`config.mk`:
```
export PLATFORM = sky130hd
export DESIGN_NAME = change_dispenser_flat
export DESIGN_NICKNAME = d
export VERILOG_FILES = /design/src/rtl/change_dispenser_pkg.sv /design/src/rtl/change_dispenser_if.sv /design/src/rtl/change_dispenser_coin_inventory.sv /design/src/rtl/change_dispenser.sv /design/src/flat_wrapper.sv
export SDC_FILE = /design/constraint.sdc
export NUM_CORES = 1
export LEC_CHECK = 0
export BUFFER_PORTS_ARGS = -buffer_cell sky130_fd_sc_hd__buf_2
export CAP_MARGIN = 25
export CORE_MARGIN = 2
export CORE_UTILIZATION = 58
export CTS_CLUSTER_SIZE = 14
export DETAILED_ROUTE_END_ITERATION = 6
export PLACE_DENSITY = 0.8
export REMOVE_ABC_BUFFERS = 1
export SETUP_SLACK_MARGIN = 0.4
export SKIP_LAST_GASP = 1
export SYNTH_ARGS = -nofsm -noshare
export SYNTH_HDL_FRONTEND = slang
export SYNTH_HIERARCHICAL = 1
export SYNTH_SLANG_ARGS = --single-unit
```
`constraint.sdc`:
```
create_clock -name clock -period 2.58 [get_ports clock]
set_input_delay 0.387 -clock clock [delete_from_list [all_inputs] [get_ports clock]]
set_output_delay 0.387 -clock clock [all_outputs]
set_load 0.05 [all_outputs]
```
`src/rtl/change_dispenser_pkg.sv`:
```
// change_dispenser_pkg
//   Shared definitions for the change dispenser: one-hot FSM state encoding
//   and the value of each coin type in 5-cent units.
//   No ports (package).
package change_dispenser_pkg;

   typedef enum logic [4:0] {
      ST_IDLE  = 5'b00001,
      ST_SEL   = 5'b00010,
      ST_EJECT = 5'b00100,
      ST_GAP   = 5'b01000,
      ST_FIN   = 5'b10000
   } state_t;

   localparam int COIN_NICKEL_UNITS = 1;
   localparam int COIN_DIME_UNITS   = 2;

endpackage

```
`src/rtl/change_dispenser_if.sv`:
```
// change_dispenser_if
//   Bundles the refund request handshake, the hopper eject/ack handshake,
//   the refill pulses and the status outputs of the change dispenser.
//   Modports:
//     master : requester / hopper side (drives refund request, ack, refills)
//     slave  : the dispenser itself
//   Signals:
//     refund_valid/refund_units/refund_ready : refund request handshake
//     nickel_eject/dime_eject/eject_ack      : one-coin eject handshake
//     refill_nickels/refill_dimes            : 1-cycle refill pulses
//     nickel_count/dime_count                : hopper inventory
//     paid_units/done/short/jam              : payout result
interface change_dispenser_if #(
   parameter int UNIT_W = 4,
   parameter int CNT_W  = 8
);
   logic              refund_valid;
   logic [UNIT_W-1:0] refund_units;
   logic              refund_ready;
   logic              nickel_eject;
   logic              dime_eject;
   logic              eject_ack;
   logic              refill_nickels;
   logic              refill_dimes;
   logic [CNT_W-1:0]  nickel_count;
   logic [CNT_W-1:0]  dime_count;
   logic [UNIT_W-1:0] paid_units;
   logic              done;
   logic              short;
   logic              jam;

   modport master (
      output refund_valid, refund_units, eject_ack, refill_nickels, refill_dimes,
      input  refund_ready, nickel_eject, dime_eject, nickel_count, dime_count,
             paid_units, done, short, jam
   );

   modport slave (
      input  refund_valid, refund_units, eject_ack, refill_nickels, refill_dimes,
      output refund_ready, nickel_eject, dime_eject, nickel_count, dime_count,
             paid_units, done, short, jam
   );
endinterface

```
`src/rtl/change_dispenser_coin_inventory.sv`:
```
// coin_inventory
//   Saturating inventory counter for one coin type. A refill adds INC, a
//   take removes one coin; both in the same cycle apply together. The result
//   saturates at the counter maximum and never wraps below zero.
//   Ports:
//     clock   in  system clock, rising edge
//     reset_n in  synchronous active-low reset (count <= INIT)
//     refill  in  add INC this cycle
//     take    in  remove one coin this cycle
//     count   out current coin count (registered)
module coin_inventory #(
   parameter int CNT_W = 8,
   parameter int INIT  = 20,
   parameter int INC   = 10
) (
   input  logic             clock,
   input  logic             reset_n,
   input  logic             refill,
   input  logic             take,
   output logic [CNT_W-1:0] count
);

   localparam logic [CNT_W:0] MAX_CNT = {1'b0, {CNT_W{1'b1}}};
   localparam logic [CNT_W:0] INC_AMT = (CNT_W+1)'(INC);
   localparam logic [CNT_W:0] ONE     = (CNT_W+1)'(1);

   logic [CNT_W:0] up;
   logic [CNT_W:0] nxt;

   // One extra bit of headroom so the refill sum can be compared against
   // the maximum before truncation.
   always_comb begin
      up  = {1'b0, count} + (refill ? INC_AMT : '0);
      nxt = up;
      if (take && (up != '0)) nxt = up - ONE;
      if (nxt > MAX_CNT)      nxt = MAX_CNT;
   end

   always_ff @(posedge clock) begin
      if (!reset_n) count <= CNT_W'(INIT);
      else          count <= nxt[CNT_W-1:0];
   end

endmodule

```
`src/rtl/change_dispenser.sv`:
```
// change_dispenser
//   Pays out change owed as dimes and nickels through an eject/ack handshake
//   with the coin hopper. Greedy payout (dimes first, never overpaying),
//   tracks hopper inventory, and reports short or jammed payouts.
//   Ports:
//     clock   in  system clock, rising edge
//     reset_n in  synchronous active-low reset
//     bus     slave modport of change_dispenser_if (request, hopper, status)
module change_dispenser
   import change_dispenser_pkg::*;
#(
   parameter int UNIT_W       = 4,
   parameter int CNT_W        = 8,
   parameter int INIT_NICKELS = 20,
   parameter int INIT_DIMES   = 20,
   parameter int REFILL_QTY   = 10,
   parameter int ACK_TIMEOUT  = 64
) (
   input  logic               clock,
   input  logic               reset_n,
   change_dispenser_if.slave  bus
);

   localparam int                TMR_W    = $clog2(ACK_TIMEOUT + 1);
   localparam logic [TMR_W-1:0]  TMR_LAST = TMR_W'(ACK_TIMEOUT - 1);
   localparam logic [UNIT_W-1:0] DIME_U   = UNIT_W'(COIN_DIME_UNITS);
   localparam logic [UNIT_W-1:0] NICKEL_U = UNIT_W'(COIN_NICKEL_UNITS);

   state_t            state;
   logic [UNIT_W-1:0] remaining;
   logic [UNIT_W-1:0] paid;
   logic              coin_dime;
   logic [TMR_W-1:0]  timer;
   logic              nickel_eject;
   logic              dime_eject;
   logic              done;
   logic              short;
   logic              jam;
   logic [CNT_W-1:0]  nickel_cnt;
   logic [CNT_W-1:0]  dime_cnt;
   logic              ack_take;

   // An ack only counts while a coin is actually being ejected.
   assign ack_take = (state == ST_EJECT) && bus.eject_ack;

   coin_inventory #(
      .CNT_W (CNT_W),
      .INIT  (INIT_NICKELS),
      .INC   (REFILL_QTY)
   ) u_nickels (
      .clock   (clock),
      .reset_n (reset_n),
      .refill  (bus.refill_nickels),
      .take    (ack_take && !coin_dime),
      .count   (nickel_cnt)
   );

   coin_inventory #(
      .CNT_W (CNT_W),
      .INIT  (INIT_DIMES),
      .INC   (REFILL_QTY)
   ) u_dimes (
      .clock   (clock),
      .reset_n (reset_n),
      .refill  (bus.refill_dimes),
      .take    (ack_take && coin_dime),
      .count   (dime_cnt)
   );

   always_ff @(posedge clock) begin
      if (!reset_n) begin
         state        <= ST_IDLE;
         remaining    <= '0;
         paid         <= '0;
         coin_dime    <= 1'b0;
         timer        <= '0;
         nickel_eject <= 1'b0;
         dime_eject   <= 1'b0;
         done         <= 1'b0;
         short        <= 1'b0;
         jam          <= 1'b0;
      end else begin
         // done/short/jam are single-cycle pulses visible in FIN.
         done  <= 1'b0;
         short <= 1'b0;
         jam   <= 1'b0;
         unique case (state)
            ST_IDLE: begin
               if (bus.refund_valid) begin
                  remaining <= bus.refund_units;
                  paid      <= '0;
                  state     <= ST_SEL;
               end
            end
            ST_SEL: begin
               timer <= '0;
               if ((remaining >= DIME_U) && (dime_cnt != '0)) begin
                  coin_dime  <= 1'b1;
                  dime_eject <= 1'b1;
                  state      <= ST_EJECT;
               end else if ((remaining >= NICKEL_U) && (nickel_cnt != '0)) begin
                  coin_dime    <= 1'b0;
                  nickel_eject <= 1'b1;
                  state        <= ST_EJECT;
               end else begin
                  // Nothing payable left: short if any units remain owed.
                  done  <= 1'b1;
                  short <= (remaining != '0);
                  state <= ST_FIN;
               end
            end
            ST_EJECT: begin
               if (bus.eject_ack) begin
                  nickel_eject <= 1'b0;
                  dime_eject   <= 1'b0;
                  remaining    <= remaining - (coin_dime ? DIME_U : NICKEL_U);
                  paid         <= paid + (coin_dime ? DIME_U : NICKEL_U);
                  state        <= ST_GAP;
               end else if (timer == TMR_LAST) begin
                  nickel_eject <= 1'b0;
                  dime_eject   <= 1'b0;
                  done         <= 1'b1;
                  short        <= 1'b1;
                  jam          <= 1'b1;
                  state        <= ST_FIN;
               end else begin
                  timer <= timer + 1'b1;
               end
            end
            ST_GAP: state <= ST_SEL;
            ST_FIN: state <= ST_IDLE;
            default: begin
               nickel_eject <= 1'b0;
               dime_eject   <= 1'b0;
               state        <= ST_IDLE;
            end
         endcase
      end
   end

   assign bus.refund_ready = (state == ST_IDLE);
   assign bus.nickel_eject = nickel_eject;
   assign bus.dime_eject   = dime_eject;
   assign bus.nickel_count = nickel_cnt;
   assign bus.dime_count   = dime_cnt;
   assign bus.paid_units   = paid;
   assign bus.done         = done;
   assign bus.short        = short;
   assign bus.jam          = jam;

endmodule

```
`src/flat_wrapper.sv`:
```
// flat-port wrapper written by rule: the top's interface ports become plain ports
module change_dispenser_flat import change_dispenser_pkg::*;
#(
   parameter int UNIT_W       = 4,
   parameter int CNT_W        = 8,
   parameter int INIT_NICKELS = 20,
   parameter int INIT_DIMES   = 20,
   parameter int REFILL_QTY   = 10,
   parameter int ACK_TIMEOUT  = 64
)
  (clock, reset_n, bus_refund_valid, bus_refund_units, bus_eject_ack, bus_refill_nickels, bus_refill_dimes, bus_refund_ready, bus_nickel_eject, bus_dime_eject, bus_nickel_count, bus_dime_count, bus_paid_units, bus_done, bus_short, bus_jam);
  change_dispenser_if #(.UNIT_W(UNIT_W), .CNT_W(CNT_W)) bus_i ();
  input  logic clock;
  input  logic reset_n;
  input wire logic [$bits(bus_i.refund_valid)-1:0] bus_refund_valid;
  input wire logic [$bits(bus_i.refund_units)-1:0] bus_refund_units;
  input wire logic [$bits(bus_i.eject_ack)-1:0] bus_eject_ack;
  input wire logic [$bits(bus_i.refill_nickels)-1:0] bus_refill_nickels;
  input wire logic [$bits(bus_i.refill_dimes)-1:0] bus_refill_dimes;
  output wire logic [$bits(bus_i.refund_ready)-1:0] bus_refund_ready;
  output wire logic [$bits(bus_i.nickel_eject)-1:0] bus_nickel_eject;
  output wire logic [$bits(bus_i.dime_eject)-1:0] bus_dime_eject;
  output wire logic [$bits(bus_i.nickel_count)-1:0] bus_nickel_count;
  output wire logic [$bits(bus_i.dime_count)-1:0] bus_dime_count;
  output wire logic [$bits(bus_i.paid_units)-1:0] bus_paid_units;
  output wire logic [$bits(bus_i.done)-1:0] bus_done;
  output wire logic [$bits(bus_i.short)-1:0] bus_short;
  output wire logic [$bits(bus_i.jam)-1:0] bus_jam;
  assign bus_i.refund_valid = bus_refund_valid;
  assign bus_i.refund_units = bus_refund_units;
  assign bus_i.eject_ack = bus_eject_ack;
  assign bus_i.refill_nickels = bus_refill_nickels;
  assign bus_i.refill_dimes = bus_refill_dimes;
  assign bus_refund_ready = bus_i.refund_ready;
  assign bus_nickel_eject = bus_i.nickel_eject;
  assign bus_dime_eject = bus_i.dime_eject;
  assign bus_nickel_count = bus_i.nickel_count;
  assign bus_dime_count = bus_i.dime_count;
  assign bus_paid_units = bus_i.paid_units;
  assign bus_done = bus_i.done;
  assign bus_short = bus_i.short;
  assign bus_jam = bus_i.jam;
  change_dispenser #(.UNIT_W(UNIT_W), .CNT_W(CNT_W), .INIT_NICKELS(INIT_NICKELS), .INIT_DIMES(INIT_DIMES), .REFILL_QTY(REFILL_QTY), .ACK_TIMEOUT(ACK_TIMEOUT)) u_core (.clock(clock), .reset_n(reset_n), .bus(bus_i));
endmodule
```
==> results of run 1 <==
-- layout make-up --
type	instances	area [µm²]	share of cell area
clock buffers	5	68.82	0.02009
clock inverters	3	45.04	0.01315
inverters	21	78.83	0.02301
multi-input cells	249	2004	0.5851
flip-flops and latches	42	842.1	0.2458
well taps	67	83.83	0.02447
repair buffers	52	302.8	0.08839
-- Yosys cell counts, types with 3 or more instances --
library cell   n
dfxtp_1       42
inv_1         20
nand2_1       20
nand3_1       17
a21oi_1       15
ha_1          14
nor2_1        13
nor4_1        11
nor3_1         8
o21a_1         8
o21ai_0        8
xor2_1         8
or3_1          7
a21o_1         6
nor3b_1        6
o211ai_1       6
o31ai_1        5
xnor2_1        5
a211oi_1       4
a31oi_1        4
a221oi_1       3
and3_1         3
buf_2          3
buf_6          3
nand2b_1       3
nand4_1        3
nor2b_1        3
nor3b_2        3
nor4b_1        3
o2111ai_1      3
xnor2_2        3
-- through the flow --
step / cell area, µm² / instances / hold WS [ns]
2_1_floorplan: 2810 / 312 / 0.4552
3_3_place_gp: 3144 / 424 / 0.4660
3_5_place_dp: 3144 / 424 / 0.4769
4_1_cts: 3286 / 434 / 0.3599
5_1_grt: 3426 / 439 / 0.3862
6_report: 3426 / 439 / 0.3782
-- metal layers --
metal / wire length, µm / track usage / up-vias
met2: 3242 / 0.3967 / 94
li1: - / - / 1312
met1: 3050 / 0.3104 / 1288
met5: 0 / 0 / -
met4: 76 / 0.06349 / 0
met3: 272 / 0.04418 / 11
-- what timing repair did --
| action | 4_1_cts | 5_1_grt |
|---|---|---|
| pin swaps | 2 | 8 |
| buffers inserted | 2 | 5 |
| resized for setup | 3 | 19 |
| hold buffers | 0 | 0 |
| setup endpoints to repair | 5 | 17 |
-- flip-flops by register name (all words and copies together), names as in the netlist, 4 cells and up --
register,cells
u_core/bus.paid_units,4
u_core/remaining,4
u_core/u_dimes/count,8
u_core/state,5
u_core/timer,7
u_core/u_nickels/count,8
-- worst min path at each step --
stage,cells past startpoint,startpoint,endpoint,slack (ns)
floorplan,2,u_core/timer[5],u_core/timer[5],0.46
global placement,1,u_core/timer[6],u_core/timer[6],0.47
detailed placement,2,u_core/bus.dime_eject,u_core/bus.dime_eject,0.48
CTS,2,bus_eject_ack,u_core/bus.jam,0.36
global route,2,bus_eject_ack,u_core/bus.jam,0.39
finish,2,bus_eject_ack,u_core/bus.jam,0.38
-- power by group through the flow --
stage / registers, mW / clock network (mW) / logic [mW]
final: 0.742 / 0.528 / 0.606
after floorplan: 0.838 / 0 / 0.320
after global placement: 0.750 / 0 / 0.529
after global routing: 0.750 / 0.574 / 0.654
after CTS: 0.737 / 0.538 / 0.549
after detailed placement: 0.752 / 0 / 0.539
-- worst reg2reg max path, stage by stage, from the launching register on --
cell and delay (ns):
dfxtp_1 0.35, ha_4 0.19, ha_4 0.18, a21o_1 0.20, and2b_1 0.19, xnor2_2 0.27, nand3_4 0.17, maj3_2 0.34
a21o_1 0.17
-- kinds of logic (layout without fill, tap and decap cells) --
kind of cell	Yosys count	after routing	synth area share
simple gates	122	122	0.2546
compound gates	91	91	0.2508
fa+ha+maj	17	17	0.07785
buf+inv	33	81	0.06107
mux	3	3	0.01075
flops	42	42	0.2890
xor+xnor	16	16	0.05592
==> flow_metrics.py, run 1 <==
metrics = {
    "routing": {
        "drt_first_pass_iters": 5,
        "wl_um": 6643,
        "drc": 0,
        "avgViaCountPerCell": 6.162,
        "avgRoutedWirePerCell_um": 15.13,
        "vias": 2705,
        "ant_nets": 0,
        "drt_iter0_drc": 209,
    },
    "run_status": {
        "outcome": "completed",
    },
    "critical_path": {
        "startpoint_type": "register",
        "path_buf_inv": 0,
        "crit_path_end": "u_core/u_dimes/count[2]",
        "crit_type": "register to register",
        "worstSetupStartpoint": "u_core/u_dimes/count[1]",
        "reg2reg_to": "u_core/u_dimes/count[2]",
        "crit_chain": "ha_4 > ha_4 > a21o_1 > and2b_1 > xnor2_2 > nand3_4 > maj3_2 > a21o_1",
        "rrSetupSlack_ns": 0.43,
        "cp_data_arrival_time_ns": 2.35,
        "worstPathRequired_ns": 2.77,
        "cp_slowest_cell": "dfxtp_1",
        "worstRegToRegCells": 8,
        "path_delay_family": "adder cells",
        "r2r_start": "u_core/u_dimes/count[1]",
        "cp_slowest_stage_delay_ns": 0.35,
        "cp_max_fo": 8,
        "cp-end-kind": "register",
        "cp.depth": 8,
    },
    "yosys": {
        "yosysWarnings": 6,
        "synth_area_mm2": 0.002909,
        "synth_top_area_frac": 0.2890,
        "yosysSeqAreaShare": 0.2890,
        "yosysTopAreaCell": "dfxtp_1",
        "synth-seq-cells": 42,
        "synth-async-reset-ratio": 0,
        "synth_area_per_cell_um2": 8.979,
        "syn_inst": 324,
        "synth_ff_type": "dfxtp_1",
        "yosysUniqueCellTypes": 79,
        "synthTopCellsByArea": "dfxtp_1 (29%), ha_1 (6.0%), nand3_1 (2.9%)",
        "synth_edf_count": 0,
    },
    "clock_network": {
        "cts_tree": "done",
        "cts_sinks": 42,
        "clkTransAtPathRegs_ns": 0.09,
        "clock_path_buffers": 2,
        "clk_latency_ns": 0.30,
        "clockRootBuffer": "clkbuf_8",
        "numCtsBuffers": 5,
        "cts_max_level": 2,
    },
    "pwr": {
        "switching_share": 0.3560,
        "max-vdd-ir-drop_uv": 437.6,
        "pwr-share-seq": 0.396,
        "cellPowerDensity_mw_per_mm2": 547.6,
        "total_power_mw": 1.876,
        "p_int_mw": 1.208,
        "clock_power_share": 0.282,
        "leakagePower_nw": 1.321,
        "switching_power_uw": 667.9,
        "comb_power_share": 0.323,
    },
    "timing": {
        "clock_skew_ns": 0.007273,
        "final_hold_viol_count": 0,
        "finalSetupTns_ns": 0,
        "post-route-period-util": 0.8343,
        "tightest_slew_ns": 0.6275,
        "fin_crit_ns": 2.153,
        "rsz0062_at_grt": "no",
        "slew_violations": 0,
        "setup_slack_ns": 0.4275,
        "fmax_ghz": 0.4646,
        "setup_viol": 0,
        "relSlewSlack": 0.5778,
    },
    "cells_and_area": {
        "drive_above_1_share": 0.2957,
        "final_common_cell": "dfxtp_1",
        "layout_common_cells": "dfxtp_1 (41), buf_2 (35), inv_1 (20), nand2_1 (20)",
        "final_nets": 397,
        "post-route-util": 0.7158,
        "n_fill_cell": 370,
        "antenna_cells": 0,
        "area_growth_pct": 17.76,
    },
    "place": {
        "dp_slack_ns": 0.1113,
        "gp_congestion": 0.9627,
        "dpl.hpwl_um": 4851,
        "port_buffers": 35,
    },
    "grt": {
        "overflow": 0,
        "grt_max_degree": 23,
        "first_global_vias": 2328,
        "grtUsageTotal": 0.2357,
        "grt_pass1_wl_um": 10340,
        "antenna_found_initial": 0,
    },
    "floorplanning": {
        "start_util": 0.6078,
        "die_x_um": 74.82,
        "io_pins": 36,
        "die_h_um": 74.82,
        "core_area_mm2": 0.004786,
        "dieArea_mm2": 0.005598,
        "rows": 25,
    },
    "hold_path": {
        "hold_path_class": "primary input to register",
    },
    "flow_run": {
        "maxCapViolCount": 0,
    },
}
Power figures use the tool's default switching activity.
==> run 2: changes to the inputs <==
- ABC_AREA: not set -> 1
- CORE_UTILIZATION: 58 -> 53
- PLACE_DENSITY: 0.8 -> 0.76
- clock period: 2.58 -> 1.7 ns (I/O delays scaled with it)
==> run 2 against run 1 <==
Final cell count increased by 42%. Largest cell class unchanged. Sequential share of layout area decreased by 5.6 points. Non-clock buffer count increased by 58. Critical path depth increased by 5. Utilization increased by 11 points. The flow now finishes with violations (setup timing). Synthesized area increased by 4.8%. First-iteration DRC count increased by 35%.
==> flow_metrics.py, run 2 <==
metrics = {
    "timing": {
        "slew_violations": 0,
        "post-route-period-util": 1.139,
        "fin_crit_ns": 1.936,
        "setup_slack_ns": -0.2360,
        "clock_skew_ns": 0.008412,
        "setup_viol": 16,
        "rsz0062_at_grt": "yes",
        "tightest_slew_ns": 0.3025,
        "relSlewSlack": 0.7981,
        "finalSetupTns_ns": -2.906,
        "final_hold_viol_count": 0,
        "holdWs_ns": 0.2882,
        "fmax_ghz": 0.5165,
    },
    "routing": {
        "vias": 3556,
        "drt_iter0_drc": 282,
        "avgRoutedWirePerCell_um": 16.32,
        "wl_um": 10200,
        "avgViaCountPerCell": 5.690,
        "drt_first_pass_iters": 6,
        "drc": 0,
        "ant_nets": 0,
    },
    "cells_and_area": {
        "layout_common_cells": "nand2_1 (71), buf_4 (66), inv_1 (42), nand2_2 (39), nand3_1 (37)",
        "instances_no_fill": 625,
        "antenna_cells": 0,
        "final_nets": 578,
        "final_common_cell": "nand2_1",
        "drive_above_1_share": 0.5262,
        "area_growth_pct": 50.37,
        "fin_area_mm2": 0.004583,
        "largestRegisters": "u_core/u_dimes/count (8), u_core/u_nickels/count (8), u_core/timer (7)",
        "n_fill_cell": 315,
    },
    "yosys": {
        "synth_top_area_frac": 0.2759,
        "yosysWarnings": 6,
        "synth_edf_count": 0,
        "synth_area_per_cell_um2": 6.943,
        "syn_inst": 439,
        "synthTopCellsByCount": "nand2_1 (100), nor2_1 (50), nand3_1 (48)",
        "synth-seq-cells": 42,
        "synthTopCellsByArea": "dfxtp_1 (28%), nand2_1 (12%), nand3_1 (7.9%)",
        "synth-async-reset-ratio": 0,
        "yosysUniqueCellTypes": 38,
        "synth_ff_type": "dfxtp_1",
        "yosysTopAreaCell": "dfxtp_1",
        "synth_area_mm2": 0.003048,
        "synth.most_common_cell": "nand2_1",
        "yosysSeqAreaShare": 0.2759,
    },
    "critical_path": {
        "worstSetupStartpoint": "u_core/u_nickels/count[1]",
        "cp_max_fo": 8,
        "cp_slowest_stage_delay_ns": 0.35,
        "startpoint_type": "register",
        "worstRegToRegCells": 13,
        "r2r_start": "u_core/u_nickels/count[1]",
        "cp-end-kind": "register",
        "crit_path_end": "u_core/u_nickels/count[7]",
        "crit_chain": "ha_4 > ha_4 > nand2_2 > nand2_2 > nand4_1 > nand2_4 > nor2_8 > nand3_4 > nand2_8 > inv_8 > nand2_4 > nand2_8 > a21oi_1",
        "rrSetupSlack_ns": -0.24,
        "cp_data_arrival_time_ns": 2.16,
        "reg2reg_to": "u_core/u_nickels/count[7]",
        "crit_type": "register to register",
        "worstPathRequired_ns": 1.93,
        "cp_slowest_cell": "dfxtp_2",
    },
    "place": {
        "gp_congestion": 0.8783,
        "dpl-instance-area_mm2": 0.003586,
        "dpl.hpwl_um": 5572,
        "port_buffers": 35,
        "dp.cells": 583,
    },
    "clock_network": {
        "cts_max_level": 2,
        "ctsHoldBuffers": 0,
        "clock_path_buffers": 2,
        "numCtsBuffers": 5,
        "cts_sinks": 42,
        "clk_latency_ns": 0.31,
        "clkTransAtPathRegs_ns": 0.09,
        "clockRootBuffer": "clkbuf_8",
        "cts_tree": "done",
    },
    "grt": {
        "antenna_found_initial": 0,
        "grtUsageTotal": 0.2832,
        "grt_pass1_wl_um": 14220,
        "overflow": 0,
        "grt_max_degree": 15,
        "first_global_vias": 3211,
    },
    "run_status": {
        "violations": "setup timing",
        "outcome": "complete, but fails checks",
    },
    "pwr": {
        "cellPowerDensity_mw_per_mm2": 863.4,
        "leakagePower_nw": 2.123,
        "max-vdd-ir-drop_uv": 560.7,
    },
    "floorplanning": {
        "dieArea_mm2": 0.006374,
        "io_pins": 36,
        "start_util": 0.5501,
        "core_area_mm2": 0.005540,
        "die_h_um": 79.84,
        "rows": 27,
        "die_x_um": 79.84,
    },
    "flow_run": {
        "maxCapViolCount": 0,
    },
    "hold_path": {
        "hold_path_class": "primary input to register",
        "min-delay-start": "bus_refund_units[0]",
    },
}
run 2: changes by cell type in the layout (fill, tap and decap cells not counted), sizes merged, moves of 10 or more:
cell,before,now
a21oi,15,26
buf,52,100
clkbuf,5,15
inv,21,59
nand2,21,133
nand3,20,56
nor2,13,61
nor4,11,0
run 2: kinds of logic after synthesis:
group,share of synthesized area
xor+xnor,0.03120
compound gates,0.08005
fa+ha+maj,0.07061
simple gates,0.4507
flops,0.2759
buf+inv,0.09154
run 2: worst max-delay path: cells and delay by family (launching register included):
kind,cells,cell delay (ns)
compound gates,1,0.16
fa+ha+maj,2,0.35
buf+inv,1,0.06
flops,1,0.35
simple gates,9,0.94
run 2: final cells by class:
type | instances | area (µm²) | share of cell area
multi-input combinational | 334 | 2452 | 0.5351
sequential | 42 | 872.1 | 0.1903
timing repair buffer | 110 | 834.6 | 0.1821
inverter | 59 | 244.0 | 0.05324
tap | 72 | 90.09 | 0.01966
clock buffer | 5 | 68.82 | 0.01502
clock inverter | 3 | 21.27 | 0.004641
run 2: report_power, final:
group / leakage (nW) / switching, mW / internal [mW] / total, mW
registers: 0.348 / 0.108 / 1.09 / 1.20
clock network: 0.0441 / 0.389 / 0.289 / 0.678
logic: 1.73 / 1.23 / 0.849 / 2.08
run 2: worst min path at each step:
stage | to | slack, ns | cells after the start
floorplan | u_core/u_nickels/count[2] | 0.34 | 1
global placement | u_core/timer[6] | 0.42 | 2
detailed placement | u_core/timer[6] | 0.44 | 2
CTS | u_core/remaining[3] | 0.26 | 5
global route | u_core/u_nickels/count[2] | 0.30 | 2
finish | u_core/remaining[0] | 0.29 | 5
run 2: metrics by stage:
step / setup WS (ns) / total power, mW / utilization
after CTS: -0.1280 / 3.645 / 0.7631
final: -0.2360 / 3.957 / 0.8272
after floorplan: -0.5412 / 2.206 / -
after global routing: -0.3140 / 4.136 / 0.8272
after detailed placement: -0.3178 / 2.634 / 0.6472
after global placement: -0.2762 / 2.603 / 0.6472
run 2: routing by layer:
layer,vias up,GRT usage,share of wire,routed length (µm)
li1,1645,-,-,-
met1,1654,0.3471,0.39,3991
met2,209,0.4941,0.50,5104
met3,48,0.04977,0.067,687
met4,0,0.1051,0.041,420
met5,-,0,0,0
run 2: what timing repair did:
action,4_1_cts,5_1_grt
gates resized for setup,97,84
cloned,2,0
setup endpoints to repair,39,54
endpoints found under the hold margin,0,0
pin swaps,39,35
setup buffers,22,10
